### src/rtl/cv32e40p_pm_unit.sv
// -----------------------------------------------------------------------------
// cv32e40p_pm_unit
//   Multi-domain power-management unit. It owns NUM_DOM independent clock
//   gates. Each gate is driven by its own FSM, which waits through an idle
//   hysteresis before gating and a warm-up period after wake before it reports
//   ready. The unit also keeps a saturating count of the cycles in which every
//   domain is asleep.
//
// Ports
//   clk_ungated_i   free-running clock; every register is clocked on it
//   rst_n           synchronous active-low reset
//   scan_cg_en_i    forces all clock gates open (test); the FSMs ignore it
//   fetch_enable_i  start pulse, captured sticky into fetch_enable_o
//   busy_i[d]       domain d has outstanding work
//   sleep_req_i[d]  domain d requests sleep (level)
//   wake_i[d]       domain d wake event (level)
//   clk_en_o[d]     gate enable of domain d
//   clk_gated_o[d]  gated clock of domain d
//   ready_o[d]      domain d is in RUN or IDLE
//   sleep_o[d]      domain d is in SLEEP
//   core_sleep_o    every domain is in SLEEP
//   slp_cnt_clr_i   clears the sleep-cycle counter
//   slp_cnt_o       saturating count of cycles with core_sleep_o=1
//
// Per-domain FSM
//   state | meaning
//   OFF   | after reset, clock gated, waiting for the sticky fetch enable
//   RUN   | clock running, domain active
//   IDLE  | clock running, sleep requested, hysteresis countdown in progress
//   SLEEP | clock gated (it opens combinationally while wake_i is high)
//   WAKE  | clock running, warm-up countdown in progress, not yet ready
// -----------------------------------------------------------------------------

module cv32e40p_clock_gate (
  input  logic clk_i,
  input  logic en_i,
  input  logic scan_cg_en_i,
  output logic clk_o
);

  logic en_l;

  // The enable latch is transparent while the clock is low, so the gated
  // clock cannot glitch during the high phase.
  always_latch begin
    if (!clk_i) en_l = en_i | scan_cg_en_i;
  end

  assign clk_o = clk_i & en_l;

endmodule

module cv32e40p_pm_unit #(
  parameter int NUM_DOM   = 2,
  parameter int IDLE_HYST = 4,
  parameter int WAKE_LAT  = 2,
  parameter int SLP_CNT_W = 32
) (
  input  logic                 clk_ungated_i,
  input  logic                 rst_n,
  input  logic                 scan_cg_en_i,
  input  logic                 fetch_enable_i,
  output logic                 fetch_enable_o,
  input  logic [NUM_DOM-1:0]   busy_i,
  input  logic [NUM_DOM-1:0]   sleep_req_i,
  input  logic [NUM_DOM-1:0]   wake_i,
  output logic [NUM_DOM-1:0]   clk_en_o,
  output logic [NUM_DOM-1:0]   clk_gated_o,
  output logic [NUM_DOM-1:0]   ready_o,
  output logic [NUM_DOM-1:0]   sleep_o,
  output logic                 core_sleep_o,
  input  logic                 slp_cnt_clr_i,
  output logic [SLP_CNT_W-1:0] slp_cnt_o
);

  localparam int MAX_DLY = (IDLE_HYST > WAKE_LAT) ? IDLE_HYST : WAKE_LAT;
  localparam int CNT_W   = (MAX_DLY < 1) ? 1 : $clog2(MAX_DLY + 1);

  // Reload values. A zero delay never loads the counter, so clamp at 0.
  localparam logic [CNT_W-1:0] IDLE_INIT = CNT_W'((IDLE_HYST > 0) ? IDLE_HYST - 1 : 0);
  localparam logic [CNT_W-1:0] WAKE_INIT = CNT_W'((WAKE_LAT  > 0) ? WAKE_LAT  - 1 : 0);

  typedef enum logic [2:0] {
    S_OFF   = 3'd0,
    S_RUN   = 3'd1,
    S_IDLE  = 3'd2,
    S_SLEEP = 3'd3,
    S_WAKE  = 3'd4
  } state_e;

  logic                 fetch_enable_q;
  logic [SLP_CNT_W-1:0] slp_cnt_q, slp_cnt_d;

  always_ff @(posedge clk_ungated_i) begin
    if (!rst_n) fetch_enable_q <= 1'b0;
    else        fetch_enable_q <= fetch_enable_q | fetch_enable_i;
  end

  assign fetch_enable_o = fetch_enable_q;

  for (genvar d = 0; d < NUM_DOM; d++) begin : g_dom
    state_e           state_q;
    logic [CNT_W-1:0] cnt_q;
    logic             clk_en;

    // When a wake and a sleep request arrive together, the wake wins: every
    // sleep-ward transition requires !wake_i.
    always_ff @(posedge clk_ungated_i) begin
      if (!rst_n) begin
        state_q <= S_OFF;
        cnt_q   <= '0;
      end else begin
        case (state_q)
          S_OFF: begin
            if (fetch_enable_q) state_q <= S_RUN;
          end
          S_RUN: begin
            if (sleep_req_i[d] && !busy_i[d] && !wake_i[d]) begin
              if (IDLE_HYST == 0) begin
                state_q <= S_SLEEP;
              end else begin
                state_q <= S_IDLE;
                cnt_q   <= IDLE_INIT;
              end
            end
          end
          S_IDLE: begin
            if (busy_i[d] || wake_i[d] || !sleep_req_i[d]) state_q <= S_RUN;
            else if (cnt_q == '0)                          state_q <= S_SLEEP;
            else                                           cnt_q   <= cnt_q - 1'b1;
          end
          S_SLEEP: begin
            if (wake_i[d]) begin
              if (WAKE_LAT == 0) begin
                state_q <= S_RUN;
              end else begin
                state_q <= S_WAKE;
                cnt_q   <= WAKE_INIT;
              end
            end
          end
          S_WAKE: begin
            if (cnt_q == '0) state_q <= S_RUN;
            else             cnt_q   <= cnt_q - 1'b1;
          end
          default: state_q <= S_OFF;
        endcase
      end
    end

    // In SLEEP the enable follows wake_i directly, so the domain already
    // receives a clock edge in the cycle in which the wake arrives.
    always_comb begin
      clk_en = 1'b0;
      case (state_q)
        S_RUN, S_IDLE, S_WAKE: clk_en = 1'b1;
        S_SLEEP:               clk_en = wake_i[d];
        default:               clk_en = 1'b0;
      endcase
    end

    assign clk_en_o[d] = clk_en | scan_cg_en_i;
    assign ready_o[d]  = (state_q == S_RUN) || (state_q == S_IDLE);
    assign sleep_o[d]  = (state_q == S_SLEEP);

    cv32e40p_clock_gate u_cg (
      .clk_i        (clk_ungated_i),
      .en_i         (clk_en),
      .scan_cg_en_i (scan_cg_en_i),
      .clk_o        (clk_gated_o[d])
    );
  end

  assign core_sleep_o = &sleep_o;

  always_comb begin
    slp_cnt_d = slp_cnt_q;
    if (slp_cnt_clr_i)                    slp_cnt_d = '0;
    else if (core_sleep_o && !(&slp_cnt_q)) slp_cnt_d = slp_cnt_q + 1'b1;
  end

  always_ff @(posedge clk_ungated_i) begin
    if (!rst_n) slp_cnt_q <= '0;
    else        slp_cnt_q <= slp_cnt_d;
  end

  assign slp_cnt_o = slp_cnt_q;

endmodule

### config.mk
export PLATFORM = sky130hd
export DESIGN_NAME = cv32e40p_pm_unit
export DESIGN_NICKNAME = d
export VERILOG_FILES = /design/src/rtl/cv32e40p_pm_unit.sv
export SDC_FILE = /design/constraint.sdc
export NUM_CORES = 1
export LEC_CHECK = 0
export ABC_CLOCK_PERIOD_IN_PS = 5000
export BUFFER_PORTS_ARGS = -buffer_cell sky130_fd_sc_hd__buf_2
export CAP_MARGIN = 0
export CORE_MARGIN = 3
export CORE_UTILIZATION = 30
export DETAILED_ROUTE_END_ITERATION = 8
export PLACE_DENSITY = 0.57
export SLEW_MARGIN = 20
export SYNTH_ARGS = -nofsm -noshare
export SYNTH_HDL_FRONTEND = slang
export SYNTH_SLANG_ARGS = --single-unit
### constraint.sdc
create_clock -name clk_ungated_i -period 5 [get_ports clk_ungated_i]
set_input_delay 0.5 -clock clk_ungated_i [delete_from_list [all_inputs] [get_ports clk_ungated_i]]
set_output_delay 0.5 -clock clk_ungated_i [all_outputs]
set_load 0.05 [all_outputs]
==> flow_metrics.env <==
export IMPL_pwr_share_seq_pct=41.4
export IMPL_setup_violations=0
export IMPL_syn_area_um2=2610
export IMPL_drive_gt1_share_pct=20.5
export IMPL_synthFlopType="dfxtp_1"
export IMPL_n_antenna_cell=0
export IMPL_ioPinCount=53
export IMPL_finClkSkew_ps=15.8
export IMPL_rsz0062_at_grt="false"
export IMPL_power_uw=928
export IMPL_critPathArrivalTime_ps=3680
export IMPL_crit_buf_inv=1
export IMPL_nNetsFinal=384
export IMPL_ant_nets=0
export IMPL_max_slew_margin_pct=33.0
export IMPL_die_h_um=99.2
export IMPL_ys_ff_latch=47
export IMPL_postCtsHoldBufs=0
export IMPL_synthToLayoutAreaGrowth_pct=19.8
export IMPL_sw_frac_of_total_pct=28.2
export IMPL_core_um2=8340
export IMPL_dieArea_um2=9840
export IMPL_avgSynthCellArea_um2=8.09
export IMPL_io_buffers=52
export IMPL_switchingPower_uw=262
export IMPL_insertion_delay_ps=410
export IMPL_synthTopCellsByArea="dfxtp_1 35%, a21oi_1 5.6%, o21ai_0 3.5%"
export IMPL_crit_start="g_dom[1].u_cg.en_l"
export IMPL_antenna_found_initial=0
export IMPL_cts_tree="yes"
export IMPL_critPathMaxFanout=1
export IMPL_rows=33
export IMPL_intPower_uw=666
export IMPL_slew_violations=0
export IMPL_synthMostInstantiatedCell="dfxtp_1"
export IMPL_synth_distinct_cells=52
export IMPL_yosysTopAreaCell="dfxtp_1"
export IMPL_ys_async_sr_fraction_pct=0
export IMPL_worstPathCellList="and2_1 > buf_2"
export IMPL_vias=2518
export IMPL_grt_util_all_layers_pct=13.6
export IMPL_vias_per_cell=5.30
export IMPL_yosysTopAreaCellShare_pct=34.6
export IMPL_cp_top_family="latches"
export IMPL_wl_per_cell_um=13.6
export IMPL_pwr_share_clk_pct=51.3
export IMPL_fin_setup_tns_ps=0
export IMPL_rr_worst_depth=3
export IMPL_gp_congestion=0.794
export IMPL_critical_path_required_ps=4500
export IMPL_synthCells=322
export IMPL_worst_slew_pin_slew_ps=1000
export IMPL_timing_reg2reg_setup_slack_ps=1340
export IMPL_grt_max_degree=28
export IMPL_hpwl_mm=4.56
export IMPL_first_global_vias=2423
export IMPL_cts_clk_slew_worst_paths_ps=100
export IMPL_cap_violations=0
export IMPL_drc=0
export IMPL_pwr_share_comb_pct=7.3
export IMPL_initial_core_util_pct=31.2
export IMPL_powerDensity_nw_per_um2=297
export IMPL_synth_edf_count=0
export IMPL_r2r_start="g_dom[0].state_q[0]"
export IMPL_cellLeakagePower_uw=0.00116
export IMPL_first_pass_iters=4
export IMPL_crit_path_end="clk_gated_o[1]"
export IMPL_finalHoldViolations=0
export IMPL_yosysWarnings=0
export IMPL_end_kind="primary output"
export IMPL_synth_common_cells="45 x dfxtp_1, 29 x a21oi_1, 24 x nand2_1, 21 x nor2_1, 18 x o21ai_0"
export IMPL_grt_first_pass_wirelength_mm=11.2
export IMPL_grt_ovfl_total=0
export IMPL_slowest_stage="dlxtn_1"
export IMPL_path_depth=2
export IMPL_postCtsSetupBuffers=0
export IMPL_ir_worst_vdd_uv=262
export IMPL_cts_resized=0
export IMPL_worstSetupPathType="latch to primary output"
export IMPL_worstReg2RegEnd="g_dom[0].u_cg.en_l"
export IMPL_hp_class="primary input to flop"
export IMPL_startpoint_type="latch"
export IMPL_status="finished, final reports clean"
export IMPL_max_stage_delay_ps=390
export IMPL_die_width_um=99.2
export IMPL_synth_nets=338
export IMPL_drt_iter0_drc=105
export IMPL_routed_wl_mm=6.48
==> power by group through the flow <==
| stage | sequential [uW] | combinational, uW | clock, uW |
|---|---|---|---|
| 2_1_floorplan | 389 | 53.7 | 63.3 |
| 3_3_place_gp | 393 | 67.2 | 56.2 |
| 5_1_grt | 386 | 74.6 | 508 |
| 6_report | 384 | 67.5 | 476 |
| 3_5_place_dp | 393 | 67.4 | 56.2 |
| 4_1_cts | 384 | 67.8 | 492 |
==> cell type report <==
class | instances | area, um2
clock buffers | 13 | 163
clock inverters | 2 | 41.3
fillers | 901 | 5220
inverters | 10 | 38.8
multi-input cells | 245 | 1540
flip-flops and latches | 47 | 931
well taps | 105 | 131
repair buffers | 53 | 273
==> worst min path at each step <==
stage / start / endpoint / slack (ps) / cells after the start
floorplan: g_dom[0].cnt_q[1] / g_dom[0].cnt_q[1] / 440 / 2
global route: fetch_enable_i / fetch_enable_o / 260 / 2
global placement: g_dom[0].cnt_q[1] / g_dom[0].cnt_q[1] / 450 / 2
finish: fetch_enable_i / fetch_enable_o / 280 / 2
CTS: fetch_enable_i / fetch_enable_o / 270 / 2
detailed placement: g_dom[0].cnt_q[1] / g_dom[0].cnt_q[1] / 450 / 2
==> per-stage QoR <==
stage          worst slack, ps  hold WS, ps  cells  utilization [%]  cell area (um2)
4_1_cts                    805          273    475             37.4             3120
2_1_floorplan             1270          436    322                -             2610
6_report                   824          281    475             37.4             3120
5_1_grt                    776          263    475             37.4             3120
3_3_place_gp              1290          446    462             35.1             2930
3_5_place_dp              1280          454    462             35.1             2930
==> state kept, by name, indices dropped and copies added (netlist names) <==
signal and count:
slp_cnt_o 32, g_dom.cnt_q 6, g_dom.state_q 6, g_dom.u_cg.en_l 2, fetch_enable_o 1
==> per-layer routing <==
layer	wire length, um	vias to the layer above	GRT usage (%)
met3	316	10	3.30
met5	0	-	0
li1	-	1281	-
met2	3020	52	22.0
met4	80	0	6.09
met1	3060	1175	17.3
==> kinds of logic (layout without fill, tap and decap cells) <==
kind of cell | after synthesis | after routing | synth area share, %
simple gates | 144 | 144 | 31.9
mux | 8 | 8 | 3.07
compound gates | 83 | 83 | 20.2
buf+inv | 30 | 78 | 5.04
flops | 45 | 45 | 34.6
latches | 2 | 2 | 1.15
fa+ha+maj | 5 | 5 | 2.40
xor+xnor | 5 | 5 | 1.68
==> layout by cell type, fill, tap and decap left out, drive strengths merged, types with 3 or more instances in the layout <==
cell type,Yosys,routed
nor2b,8,8
xor2,3,3
a21oi,29,29
or4,12,12
nor2,21,21
o21a,3,3
and2,3,3
buf,9,55
ha,5,5
o21ai,18,18
nor3,5,5
nand3,12,12
nor4,5,5
clkbuf,11,11
nand2b,13,13
or3,11,11
mux2i,8,8
a31oi,5,5
dfxtp,45,45
nor4b,3,3
nand4,13,13
or2,3,3
o31ai,12,12
inv,9,10
a41o,3,3
nand2,24,24
No activity file was read; power rests on OpenSTA's default activity.
